--- config.mk ---
export PLATFORM = sky130hd
export DESIGN_NAME = osc_voice_sequencer_flat
export DESIGN_NICKNAME = d
export VERILOG_FILES = /design/src/rtl/osc_voice_sequencer_if.sv /design/src/rtl/osc_voice_sequencer.sv /design/src/flat_wrapper.sv
export SDC_FILE = /design/constraint.sdc
export NUM_CORES = 1
export LEC_CHECK = 0
export CAP_MARGIN = 20
export CORE_ASPECT_RATIO = 0.9
export CORE_MARGIN = 10
export CORE_UTILIZATION = 28
export DETAILED_ROUTE_END_ITERATION = 16
export GPL_TIMING_DRIVEN = 0
export SYNTH_ARGS = -nofsm -noshare
export SYNTH_HDL_FRONTEND = slang
export SYNTH_SLANG_ARGS = --single-unit
--- constraint.sdc ---
create_clock -name clk_i -period 3.72 [get_ports clk_i]
set_clock_uncertainty 0.15 [all_clocks]
set_input_delay 0.744 -clock clk_i [delete_from_list [all_inputs] [get_ports clk_i]]
set_output_delay 0.744 -clock clk_i [all_outputs]
set_load 0.01 [all_outputs]
--- src/rtl/osc_voice_sequencer_if.sv ---
// Configuration bus for the voice sequencer: per-voice frequency and wave-select writes.
interface osc_voice_sequencer_if #(
  parameter int unsigned NumVoices = 4
);
  localparam int unsigned AddrW = $clog2(NumVoices);

  logic             cfg_we;
  logic [AddrW-1:0] cfg_addr;
  logic [15:0]      cfg_freq;
  logic [1:0]       cfg_wave;

  modport master (output cfg_we, cfg_addr, cfg_freq, cfg_wave);
  modport slave  (input  cfg_we, cfg_addr, cfg_freq, cfg_wave);
endinterface

--- src/rtl/osc_voice_sequencer.sv ---
// Oscillator voice sequencer: each sample tick steps every voice once through a shared,
// one-cycle-latency saw->triangle shaper and emits the averaged, signed mix of all voices.
module osc_voice_sequencer #(
  parameter int unsigned NumVoices = 4,
  parameter int unsigned PhaseW    = 16
) (
  input  logic                  clk_i,
  input  logic                  rst_ni,
  input  logic                  locked_i,
  input  logic                  sample_tick_i,
  osc_voice_sequencer_if.slave  cfg_if,
  output logic [PhaseW-1:0]     shp_saw_o,
  input  logic [PhaseW-1:0]     shp_out_i,
  output logic [PhaseW-1:0]     mix_o,
  output logic                  mix_valid_o,
  output logic                  busy_o,
  output logic                  overrun_o
);

  localparam int unsigned VoiceW = $clog2(NumVoices);
  localparam int unsigned AccW   = PhaseW + VoiceW;
  localparam logic [VoiceW-1:0] LastVoice = VoiceW'(NumVoices - 1);
  localparam logic [PhaseW-1:0] SignFlip  = PhaseW'(1) << (PhaseW - 1);

  typedef enum logic [1:0] {StIdle, StIssue, StDrain, StDone} state_e;

  // Per-voice state
  logic [PhaseW-1:0] phase_q [NumVoices];
  logic [PhaseW-1:0] freq_q  [NumVoices];
  logic [1:0]        wave_q  [NumVoices];

  // Sequencer state
  state_e             state_q;
  logic [VoiceW-1:0]  cnt_q;
  logic               busy_q;
  logic               mix_valid_q;
  logic [PhaseW-1:0]  mix_q;
  logic signed [AccW-1:0] acc_q;

  // Issue stage (shaper input) and collect stage (shaper output valid)
  logic [PhaseW-1:0] shp_saw_q;
  logic              s0_valid_q;
  logic [1:0]        s0_wave_q;
  logic              s1_valid_q;
  logic [1:0]        s1_wave_q;
  logic [PhaseW-1:0] s1_phase_q;

  logic                   start;
  logic                   issue_en;
  logic [VoiceW-1:0]      issue_idx;
  logic [PhaseW-1:0]      raw;
  logic signed [PhaseW-1:0] contrib16;
  logic signed [AccW-1:0] contrib;
  logic signed [AccW-1:0] acc_sum;

  // Voice 0 is issued on the tick edge itself so its phase is on the shaper in cycle 1.
  always_comb begin
    start     = (state_q == StIdle) && sample_tick_i && locked_i;
    issue_en  = start || ((state_q == StIssue) && (cnt_q != LastVoice));
    issue_idx = start ? '0 : cnt_q + VoiceW'(1);
  end

  // Collect: pick the raw waveform for the voice whose shaper result is valid now.
  always_comb begin
    raw = '0;
    unique case (s1_wave_q)
      2'd0:    raw = '0;
      2'd1:    raw = s1_phase_q;
      2'd2:    raw = shp_out_i;
      default: raw = {PhaseW{s1_phase_q[PhaseW-1]}};
    endcase
    contrib16 = raw ^ SignFlip;
    // Off voices must contribute exactly zero, not the offset-binary midpoint.
    if (s1_valid_q && (s1_wave_q != 2'd0)) begin
      contrib = {{VoiceW{contrib16[PhaseW-1]}}, contrib16};
    end else begin
      contrib = '0;
    end
    acc_sum = acc_q + contrib;
  end

  // Config writes land immediately; an issue in the same cycle still sees the old values.
  always_ff @(posedge clk_i or negedge rst_ni) begin
    if (!rst_ni) begin
      freq_q <= '{default: '0};
      wave_q <= '{default: '0};
    end else if (cfg_if.cfg_we) begin
      freq_q[cfg_if.cfg_addr] <= cfg_if.cfg_freq;
      wave_q[cfg_if.cfg_addr] <= cfg_if.cfg_wave;
    end
  end

  // Phase accumulators advance once per frame, when their voice is issued (wraps mod 2^PhaseW).
  always_ff @(posedge clk_i or negedge rst_ni) begin
    if (!rst_ni) begin
      phase_q <= '{default: '0};
    end else if (issue_en) begin
      phase_q[issue_idx] <= phase_q[issue_idx] + freq_q[issue_idx];
    end
  end

  // Issue/collect pipeline: wave and phase travel alongside the shaper's one-cycle latency.
  always_ff @(posedge clk_i or negedge rst_ni) begin
    if (!rst_ni) begin
      shp_saw_q  <= '0;
      s0_valid_q <= 1'b0;
      s0_wave_q  <= '0;
      s1_valid_q <= 1'b0;
      s1_wave_q  <= '0;
      s1_phase_q <= '0;
    end else begin
      if (issue_en) begin
        shp_saw_q <= phase_q[issue_idx];
        s0_wave_q <= wave_q[issue_idx];
      end
      s0_valid_q <= issue_en;
      s1_valid_q <= s0_valid_q;
      s1_wave_q  <= s0_wave_q;
      s1_phase_q <= shp_saw_q;
    end
  end

  // Frame FSM: IDLE -> ISSUE (one cycle per voice) -> DRAIN -> DONE -> IDLE.
  always_ff @(posedge clk_i or negedge rst_ni) begin
    if (!rst_ni) begin
      state_q     <= StIdle;
      cnt_q       <= '0;
      busy_q      <= 1'b0;
      mix_valid_q <= 1'b0;
      mix_q       <= '0;
      acc_q       <= '0;
    end else begin
      mix_valid_q <= 1'b0;
      if (start) begin
        acc_q <= '0;
      end else if (s1_valid_q) begin
        acc_q <= acc_sum;
      end
      unique case (state_q)
        StIdle: begin
          if (start) begin
            state_q <= StIssue;
            cnt_q   <= '0;
            busy_q  <= 1'b1;
          end
        end
        StIssue: begin
          if (cnt_q == LastVoice) begin
            state_q <= StDrain;
          end else begin
            cnt_q <= cnt_q + VoiceW'(1);
          end
        end
        StDrain: begin
          // Last voice is collected this cycle; dropping the low VoiceW bits is the >>> VoiceW.
          state_q     <= StDone;
          mix_q       <= acc_sum[AccW-1:VoiceW];
          mix_valid_q <= 1'b1;
        end
        default: begin
          state_q <= StIdle;
          busy_q  <= 1'b0;
        end
      endcase
    end
  end

  assign shp_saw_o   = shp_saw_q;
  assign mix_o       = mix_q;
  assign mix_valid_o = mix_valid_q;
  assign busy_o      = busy_q;
  assign overrun_o   = sample_tick_i && locked_i && busy_q;

endmodule

--- src/flat_wrapper.sv ---
// flat-port wrapper written by rule: the top's interface ports become plain ports
module osc_voice_sequencer_flat 
#(
  parameter int unsigned NumVoices = 4,
  parameter int unsigned PhaseW    = 16
)
  (clk_i, rst_ni, locked_i, sample_tick_i, shp_saw_o, shp_out_i, mix_o, mix_valid_o, busy_o, overrun_o, cfg_if_cfg_we, cfg_if_cfg_addr, cfg_if_cfg_freq, cfg_if_cfg_wave);
  osc_voice_sequencer_if #(.NumVoices(NumVoices)) cfg_if_i ();
  input  logic clk_i;
  input  logic rst_ni;
  input  logic locked_i;
  input  logic sample_tick_i;
  output logic [PhaseW-1:0] shp_saw_o;
  input  logic [PhaseW-1:0] shp_out_i;
  output logic [PhaseW-1:0] mix_o;
  output logic mix_valid_o;
  output logic busy_o;
  output logic overrun_o;
  input wire logic [$bits(cfg_if_i.cfg_we)-1:0] cfg_if_cfg_we;
  input wire logic [$bits(cfg_if_i.cfg_addr)-1:0] cfg_if_cfg_addr;
  input wire logic [$bits(cfg_if_i.cfg_freq)-1:0] cfg_if_cfg_freq;
  input wire logic [$bits(cfg_if_i.cfg_wave)-1:0] cfg_if_cfg_wave;
  assign cfg_if_i.cfg_we = cfg_if_cfg_we;
  assign cfg_if_i.cfg_addr = cfg_if_cfg_addr;
  assign cfg_if_i.cfg_freq = cfg_if_cfg_freq;
  assign cfg_if_i.cfg_wave = cfg_if_cfg_wave;
  osc_voice_sequencer #(.NumVoices(NumVoices), .PhaseW(PhaseW)) u_core (.clk_i(clk_i), .rst_ni(rst_ni), .locked_i(locked_i), .sample_tick_i(sample_tick_i), .cfg_if(cfg_if_i), .shp_saw_o(shp_saw_o), .shp_out_i(shp_out_i), .mix_o(mix_o), .mix_valid_o(mix_valid_o), .busy_o(busy_o), .overrun_o(overrun_o));
endmodule
==> results of run 1 <==
-- area by class of cell --
class                           count  area share, %
Multi-Input combinational cell    724           41.2
Clock buffer                       30           4.49
Timing Repair Buffer              112           7.68
Sequential cell                   214           37.5
Buffer                             59           3.04
Clock inverter                      6          0.254
Tap cell                          532           4.66
Inverter                           45           1.18
-- logic make-up (layout without fill, tap and decap cells) --
group	count (synthesis)	in the layout	synth area share, %
AND/OR/NAND/NOR	226	226	9.43
AO/OA/AOI/OAI	246	246	13.8
buffers and inverters	107	252	3.96
multiplexers	185	185	18.1
adder cells (fa/ha/maj)	38	38	4.40
flip-flops	214	214	48.0
XOR/XNOR	29	29	2.28
-- sequential cells by signal, indices dropped and copies added (netlist names) --
signal	cells
u_core.acc_q	18
u_core.busy_o	1
u_core.cnt_q	2
u_core.freq_q	64
u_core.mix_o	16
u_core.mix_valid_o	1
u_core.phase_q	64
u_core.s0_valid_q	1
u_core.s0_wave_q	2
u_core.s1_phase_q	16
u_core.s1_valid_q	1
u_core.s1_wave_q	2
u_core.shp_saw_o	16
u_core.state_q	2
u_core.wave_q	8
-- cell usage after synthesis, types with 2 or more instances --
| library cell | number |
|---|---|
| a211oi_1 | 6 |
| o22ai_1 | 3 |
| a221oi_2 | 2 |
| and3_4 | 2 |
| o21ai_2 | 4 |
| fa_1 | 2 |
| or3_1 | 2 |
| nor2_1 | 60 |
| dfrtp_1 | 214 |
| buf_4 | 3 |
| nand2_1 | 76 |
| buf_1 | 3 |
| inv_1 | 44 |
| a211o_1 | 3 |
| o21bai_1 | 6 |
| nand2b_1 | 5 |
| o21ai_0 | 69 |
| nor2_2 | 2 |
| o21a_1 | 2 |
| mux2_2 | 133 |
| xnor2_1 | 15 |
| a21o_1 | 13 |
| ha_1 | 36 |
| nor3_1 | 37 |
| a22o_1 | 3 |
| a221oi_1 | 29 |
| xor2_1 | 14 |
| nor3b_1 | 5 |
| nand3b_1 | 8 |
| o221ai_1 | 4 |
| mux2i_1 | 51 |
| a31oi_1 | 3 |
| a2bb2oi_1 | 2 |
| nor2b_1 | 5 |
| nand4_1 | 9 |
| and3_1 | 2 |
| nand3_1 | 7 |
| o211ai_1 | 2 |
| a21oi_1 | 82 |
| clkbuf_1 | 38 |
| buf_2 | 17 |
| o21ai_1 | 3 |
-- repair_timing --
action                     4_1_cts  5_1_grt
setup endpoints to repair       50       45
pin swaps                       21       16
resized for setup              105       32
cloned                           0        1
setup buffers                   28        7
-- routing by layer --
| metal | vias to the layer above | wire length, um | track usage (%) |
|---|---|---|---|
| li1 | 4037 | - | - |
| met1 | 4248 | 14500 | 17.2 |
| met2 | 198 | 14300 | 19.6 |
| met3 | 47 | 1380 | 2.10 |
| met5 | - | 0 | 0 |
| met4 | 0 | 573 | 2.83 |
-- how the worst max path moves through the flow --
stage                                        startpoint                             end  slack, ns  depth (start not counted)
final                     u_core.state_q[0]$_DFFE_PN0P_  u_core.phase_q[15]$_DFFE_PN0P_      -0.06                         16
after floorplan                                locked_i  u_core.phase_q[28]$_DFFE_PN0P_       0.03                         18
after detailed placement                       locked_i  u_core.phase_q[15]$_DFFE_PN0P_      -1.55                         14
after CTS                 u_core.state_q[1]$_DFFE_PN0P_  u_core.phase_q[28]$_DFFE_PN0P_     -0.009                         21
after global routing      u_core.state_q[1]$_DFFE_PN0P_  u_core.phase_q[44]$_DFFE_PN0P_      -0.21                         21
after global placement                           rst_ni    u_core.freq_q[9]$_DFFE_PN0P_      -7.34                          1
-- per-stage QoR --
step	instance area (sq um)	hold WS [ns]	utilization, %
3_3_place_gp	12600	0.184	32.0
4_1_cts	14100	0.156	35.6
6_report	14300	0.135	36.2
2_1_floorplan	11200	0.181	-
5_1_grt	14300	0.199	36.2
3_5_place_dp	12600	0.186	32.0
-- worst register-to-register path: stages, from the launching register on --
cell and delay (ns):
dfrtp_1 0.39, inv_2 0.09, ha_4 0.14, and3_4 0.21, buf_12 0.13, buf_4 0.12, nor2_4 0.05, buf_4 0.20
a221oi_2 0.43, ha_1 0.38, nand2_2 0.10, nor2_1 0.07, a211oi_2 0.22, o21ai_2 0.13, a221oi_4 0.45, xnor2_2 0.14
mux2_2 0.28
==> out/results.tsv, run 1 <==
stage	metric	value	unit
status	status	finished, violations left	
status	violated checks	negative setup slack	
worst_setup_path	CP Cell Sequence	inv_2, ha_4, and3_4, buf_12, buf_4, nor2_4, buf_4, a221oi_2, ha_1, nand2_2, nor2_1, a211oi_2, o21ai_2, a221oi_4, xnor2_2, mux2_2	
sta	Final Setup Violations	20	
placed_design	Buffers on Ports	75	
final_layout	Final Non-Filler Cells	1722	
worst_setup_path	WP data required	3.97	ns
hold_path	Min-Delay Path Class	input pin to async pin	
cts	clock latency on the worst-skew pair	0.52	ns
cts	Root Buffer	clkbuf_16	
final_layout	multi-input logic area	5890	sq um
worst_setup_path	RR Startpoint	u_core.state_q[0]$_DFFE_PN0P_	
synth	Area contributors post-synth	dfrtp_1 48%, mux2_2 13%, mux2i_1 4.6%	
sta	worst setup margin	-0.0559	ns
sta	Least-Margin Pin Slew	0.809	ns
synth	Most used DFF post-synth	dfrtp_1	
synth	asr flop ratio synth	100	%
drt	vias	8530	
placed_design	hpwl dp	21900	um
worst_setup_path	critical path arrival	4.02	ns
final_layout	Reg area	5360	sq um
final_layout	most common library cell in the layout ignoring fill and taps	dfrtp_1	
sta	Slew headroom	46.1	%
worst_setup_path	R2R cell count	16	
cts	CTS sink cnt	214	
cts	CTS Buf Count	22	
grt	GR Overflow Total	0	
sta	Period minus WS final	3.78	ns
synth	syn_area_per_cell	10.7	sq um
synth	EDFF count, synth	0	
sta	Final Max Tran Viols	0	
final_layout	layout cells sized above 1	27.1	%
sta	Highest Clock Rate	265	MHz
worst_setup_path	worst-path fanout max	10	
placed_design	cell count after placement	1653	
grt	largest net degree at the start of global routing	114	
synth	Yosys warnings	0	
floorplan	die area	48200	sq um
cts	htree depth	1	
synth	synthesized net count	1124	
drt	DR pass1 iterations	5	
drt	initial drt markers	692	
synth	post-synth top area cell	dfrtp_1	
synth	Post-Syn Instances	1045	
sta	unrepaired setup endpoints after global routing	true	
drt	antenna viol nets, final	0	
worst_setup_path	critical path class	register to register	
worst_setup_path	slowest CP cell	a221oi_4	
cts	Reg clk slew, reported paths	0.06	ns
drt	WL final	30800	um
synth	sequential fraction of the synthesis area	48.0	%
worst_setup_path	Worst path most repeated cell	buf_4	
grt	first-pass GRT wire length	48200	um
final_layout	Area Overhead vs Synth	28.1	%
drt	DRC	0	
worst_setup_path	CP Capture Type	register	
worst_setup_path	Slowest Stage Delay on Critical Path	0.45	ns
synth	Yosys reg bits	214	
floorplan	Top Ports	76	
worst_setup_path	startpoint types	register	
placed_design	dpl ws	-1.55	ns
cts	cts hold-fix bufs	0	
cts	CTS Buffer Depth	3	
floorplan	Starting Density	28.3	%
floorplan	Core ar.	39500	sq um
worst_setup_path	RR Endpoint	u_core.phase_q[15]$_DFFE_PN0P_	
grt	GRT Total Usage	12.3	%
final_layout	commonest cells after routing, fill and taps aside	213 x dfrtp_1, 132 x mux2_2, 76 x a21oi_1	
sta	part of the cycle the worst path needs	102	%
job	Max-Cap Viols	0	
grt	antenna violations before repair	0	
synth	post-synthesis cell type count	61	
floorplan	row cnt	69	
worst_setup_path	Buf/Inv on CP	4	
sta	Final Hold Vio Count	0	
placed_design	GPL Wtd Cong	0.854	
drt	vias per cell	4.95	
worst_setup_path	Top delay family on crit path	compound AO/OA/AOI/OAI gates	
floorplan	Die Ht	209	um
cts	TritonCTS clock tree	yes	
synth	top-area cell type share of the netlist area	48.0	%
drt	wire per inst	17.9	um
final_layout	Net count, final	1257	
synth	Post-Syn Area	11200	sq um
worst_setup_path	Reg2Reg Setup Slack	-0.06	ns
grt	vias in the first global route	8345	
floorplan	Die W	230	um
final_layout	n_diodes	0	
sta	setup TNS	-0.790	ns
final_layout	filler cell count	3923	
Power of run 1 is not shown: default switching activity piles up to over one toggle a cycle in this logic, so the estimate is an artifact.
==> run 2, diff against run 1 <==
Settings changed: MAX_ROUTING_LAYER set to met4.
==> run 2 against run 1 <==
The flow still finishes with violations (negative setup slack). Fmax is 0.20% higher. Die area is the same. Sequential share of layout area about the same. Worst hold slack improved by 0.0023 ns. Clock-buffer cell count unchanged. First-iteration DRC count decreased by 15%. Core utilization is essentially flat. Global-route usage rose by 0.35 points. Via count is essentially flat. Final cell count up 0.12%.
==> out/results.tsv, run 2 (same netlist as run 1, synthesis figures left out) <==
stage	metric	value	unit
status	violated checks	negative setup slack	
final_layout	final core occ	36.3	%
worst_setup_path	Worst path most repeated cell	buf_12	
sta	unrepaired setup endpoints after global routing	true	
grt	antenna violations before repair	0	
sta	Final Setup Violations	20	
placed_design	hpwl dp	21900	um
sta	Slew headroom	46.4	%
sta	Min Hold Slack	0.137	ns
drt	DRC	0	
sta	Least-Margin Pin Slew	0.804	ns
drt	DR pass1 iterations	5	
drt	wire per inst	17.8	um
worst_setup_path	critical path class	register to register	
final_layout	filler cell count	3924	
final_layout	Largest regs	u_core.freq_q: 64 flops, u_core.phase_q: 64 flops, u_core.acc_q: 18 flops	
placed_design	Buffers on Ports	75	
sta	Final Max Tran Viols	0	
sta	part of the cycle the worst path needs	101	%
worst_setup_path	CP Capture Type	register	
floorplan	Top Ports	76	
sta	Final Hold Vio Count	0	
status	status	finished, violations left	
drt	WL final	30800	um
final_layout	n_diodes	0	
worst_setup_path	worst-path fanout max	7	
grt	GRT Total Usage	12.7	%
worst_setup_path	critical path arrival	4.00	ns
worst_setup_path	startpoint types	register	
placed_design	GPL Wtd Cong	0.867	
placed_design	cell count after placement	1653	
final_layout	Net count, final	1259	
drt	vias	8522	
cts	Reg clk slew, reported paths	0.06	ns
floorplan	die area	48200	sq um
drt	initial drt markers	585	
cts	htree depth	1	
final_layout	most common library cell in the layout ignoring fill and taps	dfrtp_1	
grt	largest net degree at the start of global routing	114	
sta	worst setup margin	-0.0485	ns
cts	CTS Buffer Depth	3	
cts	TritonCTS clock tree	yes	
sta	Period minus WS final	3.77	ns
drt	vias per cell	4.94	
floorplan	Die W	230	um
cts	cts hold-fix bufs	0	
floorplan	Core ar.	39500	sq um
final_layout	Area Overhead vs Synth	28.2	%
final_layout	commonest cells after routing, fill and taps aside	213 x dfrtp_1, 132 x mux2_2, 76 x a21oi_1	
worst_setup_path	slowest CP cell	dfrtp_1	
floorplan	Die Ht	209	um
worst_setup_path	Buf/Inv on CP	5	
floorplan	row cnt	69	
cts	CTS sink cnt	214	
cts	clock latency on the worst-skew pair	0.52	ns
worst_setup_path	Top delay family on crit path	compound AO/OA/AOI/OAI gates	
cts	CTS Buf Count	22	
worst_setup_path	Slowest Stage Delay on Critical Path	0.39	ns
floorplan	Starting Density	28.3	%
grt	GR Overflow Total	0	
job	Max-Cap Viols	0	
final_layout	layout cells sized above 1	27.2	%
worst_setup_path	CP Cell Sequence	inv_2, ha_4, and3_4, buf_12, buf_12, buf_12, nor3_4, a21oi_2, nor2_1, a221oi_2, ha_2, inv_2, fa_2, nor2b_1, o21a_1, o21ai_4, a211o_1, o21ai_2, xnor2_2, o21ai_1	
grt	first-pass GRT wire length	48200	um
drt	antenna viol nets, final	0	
hold_path	Min-Delay Path Class	input pin to async pin	
grt	vias in the first global route	8333	
worst_setup_path	WP data required	3.95	ns
cts	Root Buffer	clkbuf_16	
final_layout	Final Non-Filler Cells	1724	
sta	Highest Clock Rate	265	MHz
[run 2: per-layer routing]
metal,routed length (um),track usage [%],part of all wire (%),vias to the layer above
li1,-,-,-,4036
met1,14600,17.3,47,4241
met2,14300,19.6,47,199
met3,1310,1.93,4.3,46
met4,577,2.83,1.9,0
met5,0,-,0,-
[run 2: worst paths after layout]
path	from	end	slack, ns	cells after the start
setup / recovery	u_core.state_q[0]$_DFFE_PN0P_	u_core.phase_q[26]$_DFFE_PN0P_	-0.05	20
hold / removal	rst_ni	u_core.mix_o[2]$_DFFE_PN0P_	0.14	1
setup reg to reg	u_core.state_q[0]$_DFFE_PN0P_	u_core.phase_q[26]$_DFFE_PN0P_	-0.05	20
hold reg to reg	u_core.s0_valid_q$_DFF_PN0_	u_core.s1_valid_q$_DFF_PN0_	0.20	0
max in group asynchronous	rst_ni	u_core.shp_saw_o[11]$_DFFE_PN0P_	2.29	2
min in group clk_i	u_core.s0_valid_q$_DFF_PN0_	u_core.s1_valid_q$_DFF_PN0_	0.20	0
[run 2: stage by stage]
step	setup WS, ns	TNS [ns]	cell area (sq um)
floorplan	0.0260	0	11200
global placement	-7.34	-1616.14	12600
detailed placement	-1.55	-51.57	12600
CTS	-0.00863	-0.0122	14100
global route	-0.209	-4.72	14300
finish	-0.0485	-0.665	14300
[run 2: worst reg2reg max path, cell delays in order (launching register included)]
cell and delay (ns):
dfrtp_1 0.39, inv_2 0.09, ha_4 0.14, and3_4 0.21, buf_12 0.13, buf_12 0.13, buf_12 0.12, nor3_4 0.04
a21oi_2 0.11, nor2_1 0.07, a221oi_2 0.22, ha_2 0.24, inv_2 0.04, fa_2 0.36, nor2b_1 0.14, o21a_1 0.21
o21ai_4 0.11, a211o_1 0.28, o21ai_2 0.15, xnor2_2 0.19, o21ai_1 0.12
[run 2: layout make-up]
class                           count  area (sq um)  share of cell area (%)
Tap cell                          532           666                    4.65
Timing Repair Buffer              114          1110                    7.78
Clock buffer                       30           642                    4.49
Buffer                             59           434                    3.04
Multi-Input combinational cell    724          5890                    41.2
Clock inverter                      6          36.3                   0.254
Sequential cell                   214          5360                    37.4
Inverter                           45           169                    1.18
[run 2: timing repair]
action / 4_1_cts / 5_1_grt
setup endpoints to repair: 50 / 45
buffers inserted: 28 / 9
pin swaps: 21 / 17
gates resized for setup: 105 / 32
cloned: 0 / 1
Power of run 2 is left out for the same reason.
==> run 3, diff against run 2 <==
Settings changed: ABC_AREA set to 1, CORE_ASPECT_RATIO 0.9 to 0.6.
==> run 3 against run 2 <==
The flow finishes with violations (negative hold slack). Routed wire length up 7.7%. Non-clock buffer count is 38 lower. Critical path type unchanged. Register-to-register slack better by 0.17 ns. Area after synthesis down 4.7%. Fmax grew 4.9%. Critical path depth shrank 2. Highest routed layer unchanged. Clock-buffer cell count rose by 3. Setup slack gained 0.17 ns. Final cell count is 12% higher. Cell area down 8.5%. Core utilization fell by 1.4 points. First-iteration DRC count rose by 67%.
==> out/results.tsv, run 3 <==
stage	metric	value	unit
status	status	finished, violations left	
status	violated checks	negative hold slack	
hold_path	Min-Delay Path Class	input pin to async pin	
worst_setup_path	worst-path fanout max	8	
worst_setup_path	critical path class	register to register	
sta	Final Setup Violations	0	
cts	Reg clk slew, reported paths	0.06	ns
sta	part of the cycle the worst path needs	96.6	%
sta	Slew headroom	55.5	%
final_layout	multi-input logic area	4720	sq um
worst_setup_path	startpoint types	register	
power	Power Total	14600	uW
worst_setup_path	CP Capture Type	register	
floorplan	Core ar.	37600	sq um
sta	Min Hold Slack	-0.0148	ns
worst_setup_path	Worst path most repeated cell	nand2_1	
final_layout	Area Overhead vs Synth	23.1	%
floorplan	die area	46400	sq um
synth	top-area cell type share of the netlist area	50.4	%
grt	largest net degree at the start of global routing	79	
sta	Final Max Tran Viols	0	
floorplan	row cnt	55	
drt	DRC	0	
cts	TritonCTS clock tree	yes	
grt	vias in the first global route	9163	
synth	post-synth top area cell	dfrtp_1	
floorplan	Top Ports	76	
power	peak supply drop	626	uV
synth	synthesized net count	1360	
synth	sequential fraction of the synthesis area	50.4	%
worst_setup_path	WP data required	3.98	ns
synth	post-synthesis cell type count	42	
placed_design	Buffers on Ports	75	
synth	asr flop ratio synth	100	%
final_layout	Largest regs	u_core.freq_q: 64 flops, u_core.phase_q: 64 flops, u_core.acc_q: 18 flops	
cts	CTS Buffer Depth	3	
worst_setup_path	Slowest Stage Delay on Critical Path	0.40	ns
placed_design	GPL Wtd Cong	0.934	
synth	most common cell in the synthesized netlist	nand2_1	
cts	clock latency on the worst-skew pair	0.53	ns
cts	CTS Buf Count	25	
sta	Final Hold Vio Count	3	
synth	Area contributors post-synth	dfrtp_1 50%, nand2_1 15%, o21ai_0 4.8%	
final_layout	filler cell count	3913	
synth	Most used DFF post-synth	dfrtp_1	
final_layout	Reg area	5360	sq um
floorplan	Die W	272	um
drt	DR pass1 iterations	5	
sta	unrepaired setup endpoints after global routing	true	
grt	first-pass GRT wire length	52400	um
cts	htree depth	1	
sta	Least-Margin Pin Slew	0.666	ns
job	Max-Cap Viols	0	
power	Power Dens Cells	1120	nW/um^2
worst_setup_path	CP Cell Sequence	ha_1, buf_4, o21ai_4, clkinvlp_4, buf_4, or2_2, nand2_1, inv_1, ha_1, nand3_1, nand2_1, nand2_1, nand2_1, nand2_1, nand2_1, or2_2, nand3_1, nand2_1	
grt	GR Layer Usage met2	20.8	%
grt	antenna violations before repair	1	
grt	GR Util met3	2.82	%
worst_setup_path	Top delay family on crit path	simple AND/OR/NAND/NOR gates	
placed_design	hpwl dp	24400	um
sta	setup TNS	0	ns
final_layout	Net count, final	1475	
drt	wire per inst	17.2	um
sta	Highest Clock Rate	278	MHz
final_layout	most common library cell in the layout ignoring fill and taps	nand2_1	
synth	Yosys warnings	0	
synth	EDFF count, synth	0	
final_layout	layout cells sized above 1	9.13	%
grt	grt peak-use layer	met2	
grt	GR Overflow Total	0	
cts	Root Buffer	clkbuf_16	
cts	cts hold-fix bufs	0	
final_layout	Final Non-Filler Cells	1927	
cts	CTS sink cnt	214	
drt	vias	9323	
drt	WL final	33100	um
floorplan	Die Ht	171	um
synth	syn_area_per_cell	8.30	sq um
worst_setup_path	Buf/Inv on CP	4	
power	Pleak	0.00642	uW
sta	Period minus WS final	3.59	ns
grt	met1 GRT Util	20.7	%
drt	antenna viol nets, final	0	
drt	vias per cell	4.84	
floorplan	Starting Density	28.3	%
grt	GRT Total Usage	14.5	%
worst_setup_path	critical path arrival	3.85	ns
synth	Post-Syn Area	10600	sq um
worst_setup_path	slowest CP cell	dfrtp_2	
synth	synth cell count leaders	438 x nand2_1, 214 x dfrtp_1, 102 x o21ai_0, 84 x inv_1, 84 x nand3_1	
placed_design	cell count after placement	1871	
final_layout	commonest cells after routing, fill and taps aside	437 x nand2_1, 213 x dfrtp_1, 102 x o21ai_0	
synth	Yosys reg bits	214	
synth	Post-Syn Instances	1281	
drt	initial drt markers	977	
[run 3: changes by cell type after synthesis, moves of 10 or more]
cell	previous run	this run
nand2_1	76	438
mux2_2	133	0
nand3_1	7	84
mux2i_1	51	0
a21oi_1	82	34
o22ai_1	3	45
inv_1	44	84
o21ai_0	69	102
nor3_1	37	5
clkbuf_1	38	19
a221oi_1	29	15
nor2_1	60	73
o21ai_1	3	15
xor2_1	14	4
[run 3: final timing paths]
check	cells after the start	startpoint	end	slack, ns
max reg2reg	18	u_core.cnt_q[0]$_DFFE_PN0P_	u_core.phase_q[9]$_DFFE_PN0P_	0.13
min reg2reg	0	u_core.s0_valid_q$_DFF_PN0_	u_core.s1_valid_q$_DFF_PN0_	0.21
max	18	u_core.cnt_q[0]$_DFFE_PN0P_	u_core.phase_q[9]$_DFFE_PN0P_	0.13
min in group clk_i	0	u_core.s0_valid_q$_DFF_PN0_	u_core.s1_valid_q$_DFF_PN0_	0.21
max in group asynchronous	2	rst_ni	u_core.mix_o[9]$_DFFE_PN0P_	2.63
min	1	rst_ni	u_core.wave_q[1]$_DFFE_PN0P_	-0.01
[run 3: cells by family after synthesis]
family | after synthesis | synth area share [%]
adder cells (fa/ha/maj) | 38 | 4.61
buffers and inverters | 140 | 5.67
AO/OA/AOI/OAI | 232 | 12.8
flip-flops | 214 | 50.4
XOR/XNOR | 12 | 0.988
AND/OR/NAND/NOR | 645 | 25.5
[run 3: layer usage]
layer,wire length (um),vias to the layer above
met5,0,-
met4,715,0
met3,2420,56
met2,13700,291
met1,16200,4494
li1,-,4482
[run 3: area by class of cell]
type	instances	share of cell area, %
well taps	513	4.90
multi-input cells	927	36.1
repair buffers	88	6.96
plain buffers	47	2.13
flip-flops and latches	214	40.9
clock inverters	11	0.860
clock buffers	33	5.39
inverters	93	2.77
diodes	1	0.0191
[run 3: what timing repair did]
action / in CTS / in global routing
gates cloned: 0 / 1
setup buffers: 3 / 7
endpoints found under the hold margin: 0 / 0
gates resized for setup: 5 / 20
setup endpoints to repair: 42 / 45
pin swaps: 3 / 3
[run 3: through the flow]
step	worst slack [ns]	hold WS [ns]	utilization [%]	instance area [sq um]
floorplan	0.549	0.181	-	10600
global placement	-7.38	0.192	32.0	12000
detailed placement	-0.674	0.195	32.2	12100
CTS	0.000763	0.0162	34.4	12900
global route	-0.0288	0.0276	34.8	13100
finish	0.126	-0.0148	34.8	13100
[run 3: power breakdown]
group	internal (uW)	leakage (uW)	total, uW	switching, uW
combinational	2900	0.00329	8520	5610
sequential	3150	0.00272	3620	475
clock	1470	0.000412	2460	994
total	7520	0.00642	14600	7080
[run 3: worst register-to-register path: stages (launching register included)]
cell and delay (ns):
dfrtp_2 0.40, ha_1 0.28, buf_4 0.17, o21ai_4 0.18, clkinvlp_4 0.23, buf_4 0.24, or2_2 0.28, nand2_1 0.11
inv_1 0.05, ha_1 0.26, nand3_1 0.08, nand2_1 0.14, nand2_1 0.10, nand2_1 0.14, nand2_1 0.10, nand2_1 0.09
or2_2 0.33, nand3_1 0.08, nand2_1 0.06
(Power assumes the default switching activity.)
